[src/rtl/pipe_ctrl_pkg.sv]
// Shared constants, state encoding and the mul/div decode helper for the pipeline control stage.
package pipe_ctrl_pkg;

    localparam logic [4:0]  OPC_ALU   = 5'd0;
    localparam logic [4:0]  OPC_LW    = 5'd8;
    localparam logic [4:0]  ALUOP_MUL = 5'd6;
    localparam logic [4:0]  ALUOP_DIV = 5'd7;
    localparam logic [31:0] NOP_INSTR = 32'd0;

    typedef enum logic {
        IDLE    = 1'b0,
        MD_WAIT = 1'b1
    } md_state_e;

    // Returns {is_div, is_mul} for an instruction's opcode and ALU op fields.
    function automatic logic [1:0] md_decode(input logic [4:0] opcode, input logic [4:0] alu_op);
        logic [1:0] kind;
        kind = 2'b00;
        if (opcode == OPC_ALU) begin
            if (alu_op == ALUOP_MUL) begin
                kind = 2'b01;
            end else if (alu_op == ALUOP_DIV) begin
                kind = 2'b10;
            end else begin
                kind = 2'b00;
            end
        end else begin
            kind = 2'b00;
        end
        return kind;
    endfunction

endpackage

[src/rtl/md_wait_counter.sv]
// Multdiv wait counter: clear, saturating increment and terminal compare against MD_TIMEOUT.
module md_wait_counter #(
    parameter int MD_TIMEOUT = 40,
    parameter int MD_CNT_W   = 6
) (
    input  logic                clock,
    input  logic                reset_n,
    input  logic                clear,
    input  logic                inc,
    output logic [MD_CNT_W-1:0] count,
    output logic                terminal
);

    localparam logic [MD_CNT_W-1:0] CNT_MAX  = {MD_CNT_W{1'b1}};
    localparam logic [MD_CNT_W-1:0] CNT_TERM = MD_CNT_W'(MD_TIMEOUT);
    localparam logic [MD_CNT_W-1:0] CNT_ONE  = MD_CNT_W'(1);

    // Wait-cycle count; holds at all-ones rather than wrapping.
    always_ff @(posedge clock or negedge reset_n) begin
        if (!reset_n) begin
            count <= '0;
        end else if (clear) begin
            count <= '0;
        end else if (inc && (count != CNT_MAX)) begin
            count <= count + CNT_ONE;
        end else begin
            count <= count;
        end
    end

    assign terminal = (count == CNT_TERM);

endmodule

[src/rtl/pipeline_stall_flush_ctrl.sv]
// Pipeline stall/flush control with mul/div sequencing FSM.
// Optional PIPE_PERF_CNT_EN adds stall_cycles / flush_count performance counters.
module pipeline_stall_flush_ctrl
    import pipe_ctrl_pkg::*;
#(
    parameter int MD_TIMEOUT = 40,
    parameter int MD_CNT_W   = 6
) (
    input  logic        clock,
    input  logic        reset_n,
    input  logic [31:0] DX_Latch_Instr,
    input  logic        DX_stalling_mux_select,
    input  logic        X_branch_taken,
    input  logic        md_result_ready,
    input  logic        md_exception,
    output logic        PC_enable,
    output logic        PC_redirect_select,
    output logic        FD_enable,
    output logic        FD_nop_select,
    output logic        DX_enable,
    output logic        DX_nop_select,
    output logic        XM_nop_select,
    output logic        XM_md_result_select,
    output logic        md_ctrl_mult,
    output logic        md_ctrl_div,
    output logic        md_error_flag,
    output logic        md_timeout_err
`ifdef PIPE_PERF_CNT_EN
    ,
    output logic [31:0] stall_cycles,
    output logic [31:0] flush_count
`endif
);

    md_state_e             state_r;
    md_state_e             state_nxt_s;
    logic [1:0]            md_kind_s;
    logic                  cnt_clear_s;
    logic                  cnt_inc_s;
    logic                  cnt_terminal_s;
    logic [MD_CNT_W-1:0]   cnt_value_s;
    logic                  set_timeout_s;
    logic                  flush_s;
    logic                  unused_instr_bits_s;

    assign md_kind_s           = md_decode(DX_Latch_Instr[31:27], DX_Latch_Instr[6:2]);
    assign unused_instr_bits_s = ^{DX_Latch_Instr[26:7], DX_Latch_Instr[1:0], cnt_value_s};

    md_wait_counter #(
        .MD_TIMEOUT (MD_TIMEOUT),
        .MD_CNT_W   (MD_CNT_W)
    ) u_md_wait_counter (
        .clock      (clock),
        .reset_n    (reset_n),
        .clear      (cnt_clear_s),
        .inc        (cnt_inc_s),
        .count      (cnt_value_s),
        .terminal   (cnt_terminal_s)
    );

    // Output and next-state decode; priority is redirect > multdiv > load-use, and reset forces defaults.
    always_comb begin
        PC_enable           = 1'b1;
        PC_redirect_select  = 1'b0;
        FD_enable           = 1'b1;
        FD_nop_select       = 1'b0;
        DX_enable           = 1'b1;
        DX_nop_select       = 1'b0;
        XM_nop_select       = 1'b0;
        XM_md_result_select = 1'b0;
        md_ctrl_mult        = 1'b0;
        md_ctrl_div         = 1'b0;
        md_error_flag       = 1'b0;
        cnt_clear_s         = 1'b0;
        cnt_inc_s           = 1'b0;
        set_timeout_s       = 1'b0;
        flush_s             = 1'b0;
        state_nxt_s         = state_r;
        if (!reset_n) begin
            state_nxt_s = IDLE;
        end else begin
            case (state_r)
                MD_WAIT: begin
                    // A redirect cannot legally arrive while DX holds the mul/div, so it is ignored here.
                    if (md_result_ready) begin
                        XM_md_result_select = 1'b1;
                        md_error_flag       = md_exception;
                        state_nxt_s         = IDLE;
                    end else if (cnt_terminal_s) begin
                        XM_md_result_select = 1'b1;
                        md_error_flag       = 1'b1;
                        set_timeout_s       = 1'b1;
                        state_nxt_s         = IDLE;
                    end else begin
                        PC_enable     = 1'b0;
                        FD_enable     = 1'b0;
                        DX_enable     = 1'b0;
                        XM_nop_select = 1'b1;
                        cnt_inc_s     = 1'b1;
                    end
                end
                IDLE: begin
                    if (X_branch_taken) begin
                        PC_redirect_select = 1'b1;
                        FD_nop_select      = 1'b1;
                        DX_nop_select      = 1'b1;
                        flush_s            = 1'b1;
                    end else if (md_kind_s != 2'b00) begin
                        md_ctrl_mult  = md_kind_s[0];
                        md_ctrl_div   = md_kind_s[1];
                        PC_enable     = 1'b0;
                        FD_enable     = 1'b0;
                        DX_enable     = 1'b0;
                        XM_nop_select = 1'b1;
                        cnt_clear_s   = 1'b1;
                        state_nxt_s   = MD_WAIT;
                    end else if (DX_stalling_mux_select) begin
                        PC_enable     = 1'b0;
                        FD_enable     = 1'b0;
                        DX_nop_select = 1'b1;
                    end else begin
                        state_nxt_s = IDLE;
                    end
                end
                default: begin
                    state_nxt_s = IDLE;
                end
            endcase
        end
    end

    // FSM state and sticky timeout flag.
    always_ff @(posedge clock or negedge reset_n) begin
        if (!reset_n) begin
            state_r        <= IDLE;
            md_timeout_err <= 1'b0;
        end else begin
            state_r        <= state_nxt_s;
            md_timeout_err <= md_timeout_err | set_timeout_s;
        end
    end

`ifdef PIPE_PERF_CNT_EN
    // Performance counters; both wrap naturally at 2^32.
    always_ff @(posedge clock or negedge reset_n) begin
        if (!reset_n) begin
            stall_cycles <= 32'd0;
            flush_count  <= 32'd0;
        end else begin
            stall_cycles <= PC_enable ? stall_cycles : (stall_cycles + 32'd1);
            flush_count  <= flush_s ? (flush_count + 32'd1) : flush_count;
        end
    end
`endif

endmodule

[config.mk]
export PLATFORM = sky130hd
export DESIGN_NAME = pipeline_stall_flush_ctrl
export DESIGN_NICKNAME = d
export VERILOG_FILES = /design/src/rtl/pipe_ctrl_pkg.sv /design/src/rtl/md_wait_counter.sv /design/src/rtl/pipeline_stall_flush_ctrl.sv
export SDC_FILE = /design/constraint.sdc
export NUM_CORES = 1
export LEC_CHECK = 0
export ABC_AREA = 1
export CAP_MARGIN = 10
export CORE_AREA = 2 2 55 44
export CTS_BUF_LIST = sky130_fd_sc_hd__clkbuf_8
export DETAILED_ROUTE_END_ITERATION = 6
export DIE_AREA = 0 0 57 46
export GPL_TIMING_DRIVEN = 0
export PLACE_DENSITY = 0.79
export SYNTH_ARGS = -nofsm -noshare
export SYNTH_HDL_FRONTEND = slang
export SYNTH_HIERARCHICAL = 1
export SYNTH_SLANG_ARGS = --single-unit
export TNS_END_PERCENT = 50
[constraint.sdc]
create_clock -name clock -period 2.93 [get_ports clock]
set_clock_uncertainty 0.2 [all_clocks]
set_input_delay 0.879 -clock clock [delete_from_list [all_inputs] [get_ports clock]]
set_output_delay 0.879 -clock clock [all_outputs]
set_load 0.02 [all_outputs]
Word-level counts from Yosys, hierarchy flattened
Index checks and enable logic that the tools add are counted.
- register bits: 8
- input port bits: 38
- output and inout port bits: 12
- add/subtract/negate cells: 1
- equal/unequal tests: 4
- multiplexer cells: 50
- bitwise operators: 2
- reduce and logical (&&, ||, !) cells: 4
- operator list (kind ; count):
    two-way mux 1 bit ; 42
    two-way mux 6 bit ; 2
    == test 5 x 3 -> 1 bit, second input constant ; 2
    adder 6 x 1 -> 6 bit, second input constant ; 1
    == test 6 bit, second input constant ; 1
    two-way mux 2 bit ; 3
    inequality test 6 bit, second input constant ; 1
    one-hot mux 1 bit (2 select lines) ; 3
    logical NOT 5 bit ; 1
    nonzero test 2 bit ; 2
    logical AND 1 bit ; 1
    NOT 1 bit ; 1
    OR 1 bit ; 1

Logic depth before layout (Yosys ltp)
Gate-level depths: netlist (run 1).
- depth after elaboration: 10
- mapped depth: 11

By module
Netlist (run 1), hierarchy kept.
- by module, submodules not included (module ; times used ; cells an instance ; area each (um2) ; seq. area each (um2)):
    md_wait_counter ; 1 ; 54 ; 415.4 ; 150.1
    pipeline_stall_flush_ctrl ; 1 ; 47 ; 287.8 ; 50.0

Least setup slack after synthesis (run 1)
OpenSTA, ideal clock, no wires.
- kind: input to output
- from: input DX_Latch_Instr[27]
- to: output PC_enable
- data arrival time: 1.877 ns
- data required time: 1.851 ns
- path slack: -0.026 ns
- stages: 7
- buffers on the path: 1
- path through: inv_1 > nand2_1 > nor2_4 > nand3_2 > nand3_2 > nor2_1 > buf_4
- longest elaborated chain between the ends: 7
- ends and longest elaborated chain (element ; line ; RTL):
    start: declaration ; pipeline_stall_flush_ctrl.sv:11 ; input logic [31:0] DX_Latch_Instr,
    logical NOT 5 bit ; pipe_ctrl_pkg.sv:19 ; if (opcode == OPC_ALU) begin
    two-way mux 2 bit ; pipe_ctrl_pkg.sv:19 ;
    nonzero test 2 bit ; pipeline_stall_flush_ctrl.sv:108 ; end else if (md_kind_s != 2'b00) begin
    two-way mux 1 bit (2 in a row) ; - ;
    one-hot mux 1 bit (2 select lines) ; - ;
    two-way mux 1 bit ; - ;
    end: declaration ; pipeline_stall_flush_ctrl.sv:16 ; output logic PC_enable,
Every way passes these cells.

Worst setup path after layout (run 1)
- from: register u_md_wait_counter.count[0]
- to: output FD_enable
- longest elaborated chain between the ends: 5
- ends and longest elaborated chain (element ; line ; RTL):
    start: declaration ; md_wait_counter.sv:10 ; output logic [MD_CNT_W-1:0] count,
    start signal: assignment ; md_wait_counter.sv:25 ; count <= count + CNT_ONE;
    start signal: assignment ; md_wait_counter.sv:27 ; count <= count;
    == test 6 bit ; md_wait_counter.sv:31 ; assign terminal = (count == CNT_TERM);
    net cnt_terminal_s ; pipeline_stall_flush_ctrl.sv:40 ; logic cnt_terminal_s;
    two-way mux 1 bit ; pipeline_stall_flush_ctrl.sv:89 ; end else if (cnt_terminal_s) begin
    two-way mux 1 bit ; pipeline_stall_flush_ctrl.sv:85 ; if (md_result_ready) begin
    one-hot mux 1 bit (2 select lines) ; pipeline_stall_flush_ctrl.sv:82 ; case (state_r)
    two-way mux 1 bit ; pipeline_stall_flush_ctrl.sv:79 ; if (!reset_n) begin
    end: declaration ; pipeline_stall_flush_ctrl.sv:18 ; output logic FD_enable,
The timed path passes the listed nets, and every way through them passes these cells.

==> flow_summary.json, run 1 <==
{
  "status": "finished clean",
  "area.growth.synth_to_final_pct": 57.1,
  "whs_ns": 0.255,
  "hpwl_mm": 1.30,
  "wirelength_mm": 1.75,
  "worstMarginPinSlew_ns": 0.279,
  "totalNegativeSetupSlack_ns": 0,
  "max_stage_delay_ns": 0.40,
  "clk_latency_ns": 0.22,
  "maxSlewHeadroom_pct": 81.4,
  "start_util_pct": 32.9,
  "final_cell_mix": "inv_1 (20), nand2_1 (15), buf_2 (8), dfrtp_1 (8)",
  "cts_buffers": 3,
  "ys_top_cells_by_area": "dfrtp_1 (28%), inv_1 (12%), nand2_1 (10%)",
  "cp_cell_sequence": "inv_2 > ha_1 > nand3_2 > nor3_4 > nor2_2 > nand3_2 > nand3_4 > nor2_4 > buf_2",
  "synthCells": 101,
  "critical_path_required_ns": 1.85,
  "grt_max_degree": 12,
  "syn_nets": 141,
  "cpMostUsedCell": "nand3_2",
  "avgSynthCellArea_um2": 6.96,
  "slew_violations": 0,
  "power_mw": 0.304,
  "cp_num_buf_inv": 2,
  "io_pins": 50,
  "cts-root-buf": "clkbuf_8",
  "grt_pass1_wl_mm": 3.11,
  "die_w_um": 57,
  "critPathKind": "reg2out",
  "synth-seq-cells": 8,
  "worstSetupEndpointType": "output port",
  "clock_sinks": 8,
  "nets": 176,
  "critPathArrivalTime_ns": 1.76,
  "synth_top_area_cell": "dfrtp_1",
  "path_max_fanout": 4,
  "cts_hold_buffers": 0,
  "hold_path.class": "in2async",
  "antenna_found_initial": 0,
  "setup_viol_count_final": 0,
  "drt_iter0_markers": 29,
  "htreeDepth": 1,
  "rows": 15,
  "wl_per_cell_um": 11.0,
  "yosysSeqAreaShare_pct": 28.5,
  "drv_cap": 0,
  "final_common_cell": "inv_1",
  "p_leak_nw": 0.597,
  "vdd_drop_max_uv": 259,
  "utilization_pct": 51.6,
  "setup_slack_ns": 0.0949,
  "cts.clk_slew.worst_paths_ns": 0.04,
  "critPathLaunchType": "flip-flop",
  "grt.overflow.total": 0,
  "first_global_vias": 762,
  "critical-path-top-delay-family": "simple AND/OR/NAND/NOR gates",
  "diodes": 0,
  "yosys_warnings": 6,
  "pre_cts_ws_ns": -1.07,
  "synthDistinctLibCells": 21,
  "dr.pass1.iters": 4,
  "layout_worst_path_cycle_share_pct": 96.8,
  "netlist_area_um2": 703,
  "core_mm2": 0.00214,
  "rsz0062_at_grt": "false",
  "grt_usage_pct": 14.9,
  "vias": 755,
  "die_h_um": 46,
  "tritoncts": "yes",
  "portBuffers": 27,
  "synth_top_area_share_pct": 28.5,
  "gp_congestion": 0.818,
  "post_drt_via_cell_ratio": 4.75,
  "critPathSlowestCell": "dfrtp_1",
  "power.density_mw_per_mm2": 275,
  "max_freq_mhz": 353,
  "post-route-min-period_ns": 2.84,
  "remaining_drc_errors": 0,
  "drive_above_1_share_pct": 41.0,
  "timing.final.hold_violations": 0,
  "dieArea_mm2": 0.00262,
  "ant_nets": 0,
  "clock_path_buffers": 2
}
==> layout make-up <==
cell class,count,area (um^2)
fillers,202,1030
multi-input cells,67,493
repair buffers,31,241
flip-flops and latches,8,200
inverters,24,90.1
clock buffers,3,41.3
well taps,25,31.3
plain buffers,1,7.51
==> where the power goes <==
part           leakage (nW)  internal (mW)  switching (mW)
logic                 0.484         0.0282          0.0326
clock network        0.0216         0.0885          0.0376
registers            0.0915          0.113         0.00386
total                 0.597          0.230          0.0741
==> final timing paths <==
check / from / to / slack [ns] / cells past startpoint
worst max-delay path: u_md_wait_counter/count[0]$_DFFE_PN0P_ / FD_enable / 0.09 / 9
worst min-delay path: reset_n / u_md_wait_counter/count[1]$_DFFE_PN0P_ / 0.25 / 1
worst max register to register: u_md_wait_counter/count[0]$_DFFE_PN0P_ / u_md_wait_counter/count[3]$_DFFE_PN0P_ / 0.91 / 12
worst min register to register: md_timeout_err$_DFF_PN0_ / md_timeout_err$_DFF_PN0_ / 0.30 / 1
max in group asynchronous: reset_n / state_r$_DFF_PN0_ / 2.15 / 1
min in group clock: md_timeout_err$_DFF_PN0_ / md_timeout_err$_DFF_PN0_ / 0.30 / 1
==> repair_timing <==
action / 4_1_cts / 5_1_grt
pin swaps: 12 / 9
gates resized for setup: 81 / 15
setup endpoints to repair: 11 / 8
setup buffers: 1 / 3
cloned: 0 / 0
==> Yosys cell counts <==
cell       n
a21oi_1    1
buf_4      2
dfrtp_1    8
ha_1       2
inv_1     23
inv_2      1
nand2_1   19
nand2_2    3
nand2_4    3
nand3_1    7
nand3_2    3
nand3b_4   1
nand4_1    4
nor2_1    11
nor2_2     2
nor2_4     2
nor3_1     4
o21a_1     1
o21ai_0    1
o21ai_2    2
o21bai_1   1
==> metal layers <==
metal | GRT usage [%] | vias up | routed length [um]
li1 | - | 380 | -
met1 | 16.8 | 357 | 735
met2 | 29.7 | 16 | 946
met3 | 1.42 | 2 | 51
met4 | 5.12 | 0 | 15
met5 | 0 | - | 0
==> through the flow <==
step                cell area [um^2]  instances
finish                          1100        159
global route                    1100        159
CTS                             1100        157
detailed placement              1010        153
global placement                1010        153
floorplan                        706        101
==> flip-flops by register name, summed over array words and instances, names as in the netlist <==
| register | cells |
|---|---|
| u_md_wait_counter/count | 6 |
| state_r | 1 |
| md_timeout_err | 1 |
==> cells by family (layout without fill, tap and decap cells) <==
family	Yosys count	after routing	share of synthesized area [%]
compound gates	6	6	6.05
fa+ha+maj	2	2	3.56
buf+inv	26	59	14.9
flops	8	8	28.5
simple gates	59	59	47.0
No activity file was read; power rests on OpenSTA's default activity.
==> run 2, diff against run 1 <==
Settings changed: CTS_CLUSTER_SIZE set to 14.
Clock period 2.93 ns to 3.15 ns, I/O delays scaled along.
==> run 2 against run 1 <==
Net effect: core utilization fell by 0.76 points; critical path type is now in2out; register-to-register slack better by 0.20 ns; die area unchanged; routed wire length up 7.3%; via count down 4.9%; flip-flop and latch count is the same; cell area down 1.5%; largest power group unchanged; largest cell class unchanged; critical path depth unchanged.
==> flow_summary.json, run 2 (synthesis gave the netlist of run 1 again) <==
{
  "nets": 175,
  "drt_iter0_markers": 15,
  "clock_sinks": 8,
  "rrSetupSlack_ns": 1.11,
  "largest_register_ffs": 6,
  "vdd_drop_max_uv": 321,
  "path_max_fanout": 3,
  "whs_ns": 0.278,
  "first_global_vias": 738,
  "vias": 718,
  "hold_path.class": "reg2reg",
  "power.density_mw_per_mm2": 263,
  "final_cell_area_mm2": 0.00109,
  "clock_path_buffers": 2,
  "final_cell_mix": "inv_1 (22), nand2_1 (15), dlygate4sd2_1 (11)",
  "critPathLaunchType": "input pin",
  "die_h_um": 46,
  "wl_per_cell_um": 11.9,
  "drive_above_1_share_pct": 31.6,
  "wirelength_mm": 1.88,
  "critPathArrivalTime_ns": 1.99,
  "startpoint": "DX_Latch_Instr[29]",
  "critical_path_required_ns": 2.00,
  "cts_buffers": 3,
  "dr.pass1.iters": 4,
  "drv_cap": 0,
  "post_dp_cell_area_mm2": 0.00100,
  "critPathKind": "in2out",
  "die_w_um": 57,
  "timing.final.hold_violations": 0,
  "clk_latency_ns": 0.23,
  "antenna_found_initial": 0,
  "htreeDepth": 1,
  "n_fill_cell": 213,
  "worstSetupEndpointType": "output port",
  "post_drt_via_cell_ratio": 4.54,
  "core_mm2": 0.00214,
  "io_pins": 50,
  "setup_viol_count_final": 0,
  "cts-root-buf": "clkbuf_8",
  "remaining_drc_errors": 0,
  "max_freq_mhz": 319,
  "layout_worst_path_cycle_share_pct": 99.6,
  "dieArea_mm2": 0.00262,
  "rows": 15,
  "slew_violations": 0,
  "diodes": 0,
  "worstMarginPinSlew_ns": 0.274,
  "rr_startpoint": "u_md_wait_counter/count[0]$_DFFE_PN0P_",
  "cts.clk_slew.worst_paths_ns": 0.04,
  "grt.overflow.total": 0,
  "maxSlewHeadroom_pct": 81.6,
  "start_util_pct": 32.9,
  "ant_nets": 0,
  "top_regs": "u_md_wait_counter/count: 6 flops, md_timeout_err: 1 flops, state_r: 1 flops",
  "reg2reg_depth": 11,
  "portBuffers": 27,
  "top_register": "u_md_wait_counter/count",
  "min_from": "md_timeout_err$_DFF_PN0_",
  "reg2reg_to": "u_md_wait_counter/count[3]$_DFFE_PN0P_",
  "final_common_cell": "inv_1",
  "hpwl_mm": 1.46,
  "grt_max_degree": 12,
  "area.growth.synth_to_final_pct": 54.8,
  "status": "finished clean",
  "gp_congestion": 0.798,
  "hold_path_depth": 1,
  "grt_pass1_wl_mm": 3.19,
  "tritoncts": "yes",
  "post-route-min-period_ns": 3.14,
  "rsz0062_at_grt": "true",
  "p_leak_nw": 0.590,
  "cts_hold_buffers": 0,
  "min_to": "md_timeout_err$_DFF_PN0_",
  "grt_usage_pct": 16.3
}
## run 2: cell types whose count changed in the layout (fill, tap and decap cells not counted), moves of 2 or more
cell           change
buf_2              -5
clkbuf_2           -2
dlygate4sd2_1      +7
inv_1              +2
inv_2              -2
nand3_1            +2
nand3_2            -2
nor3_4             -2
## run 2: what timing repair did
| item | CTS | global route |
|---|---|---|
| gates resized for setup | 62 | 13 |
| pin swaps | 9 | 4 |
| buffers inserted | 1 | 1 |
| endpoints found under the setup margin | 11 | 4 |
## run 2: metal layers
metal	share of wire, %	vias up	GRT usage [%]	routed length (um)
met5	0	-	0	0
met4	0	0	0	0
met3	3.7	0	6.25	70
met2	54	12	29.7	1010
met1	42	332	19.8	796
li1	-	374	-	-
## run 2: layout make-up
cell class	count	area [um^2]	area share, %
tap	25	31.3	2.87
clock buffer	3	41.3	3.79
buffer	2	15.0	1.38
timing repair buffer	29	250	23.0
inverter	24	90.1	8.28
multi-input combinational	67	460	42.3
sequential	8	200	18.4
## run 2: power breakdown
| part | total, mW | internal [mW] | switching, mW |
|---|---|---|---|
| combinational | 0.0570 | 0.0259 | 0.0311 |
| clock | 0.121 | 0.0826 | 0.0380 |
| sequential | 0.108 | 0.106 | 0.00286 |
| total | 0.286 | 0.214 | 0.0719 |
## run 2: worst max path at each step
stage / slack, ns / to / cells past startpoint
after CTS: 0.01 / PC_enable / 6
after floorplan: 0.06 / PC_enable / 7
after detailed placement: -1.01 / PC_enable / 8
final: 0.01 / PC_enable / 9
after global placement: -1.0 / PC_enable / 8
after global routing: -0.04 / PC_enable / 9
## run 2: critical path, cell delays in order
cell and delay [ns]:
clkdlybuf4s15_1 0.19, nor2_2 0.13, nand2_2 0.08, nor2_4 0.15
nand3_4 0.11, nand3_4 0.11, nor2_2 0.05, buf_4 0.13
buf_6 0.12
## run 2: per-stage QoR
step           power, mW  cells  TNS, ns  setup slack, ns  util [%]
6_report           0.286    158        0           0.0123      50.9
5_1_grt            0.299    158  -0.0403          -0.0403      50.9
4_1_cts            0.288    157        0          0.00952      49.9
3_5_place_dp       0.167    153    -9.20            -1.01      47.0
3_3_place_gp       0.166    153    -9.00           -0.996      47.0
2_1_floorplan      0.135    101        0           0.0623         -
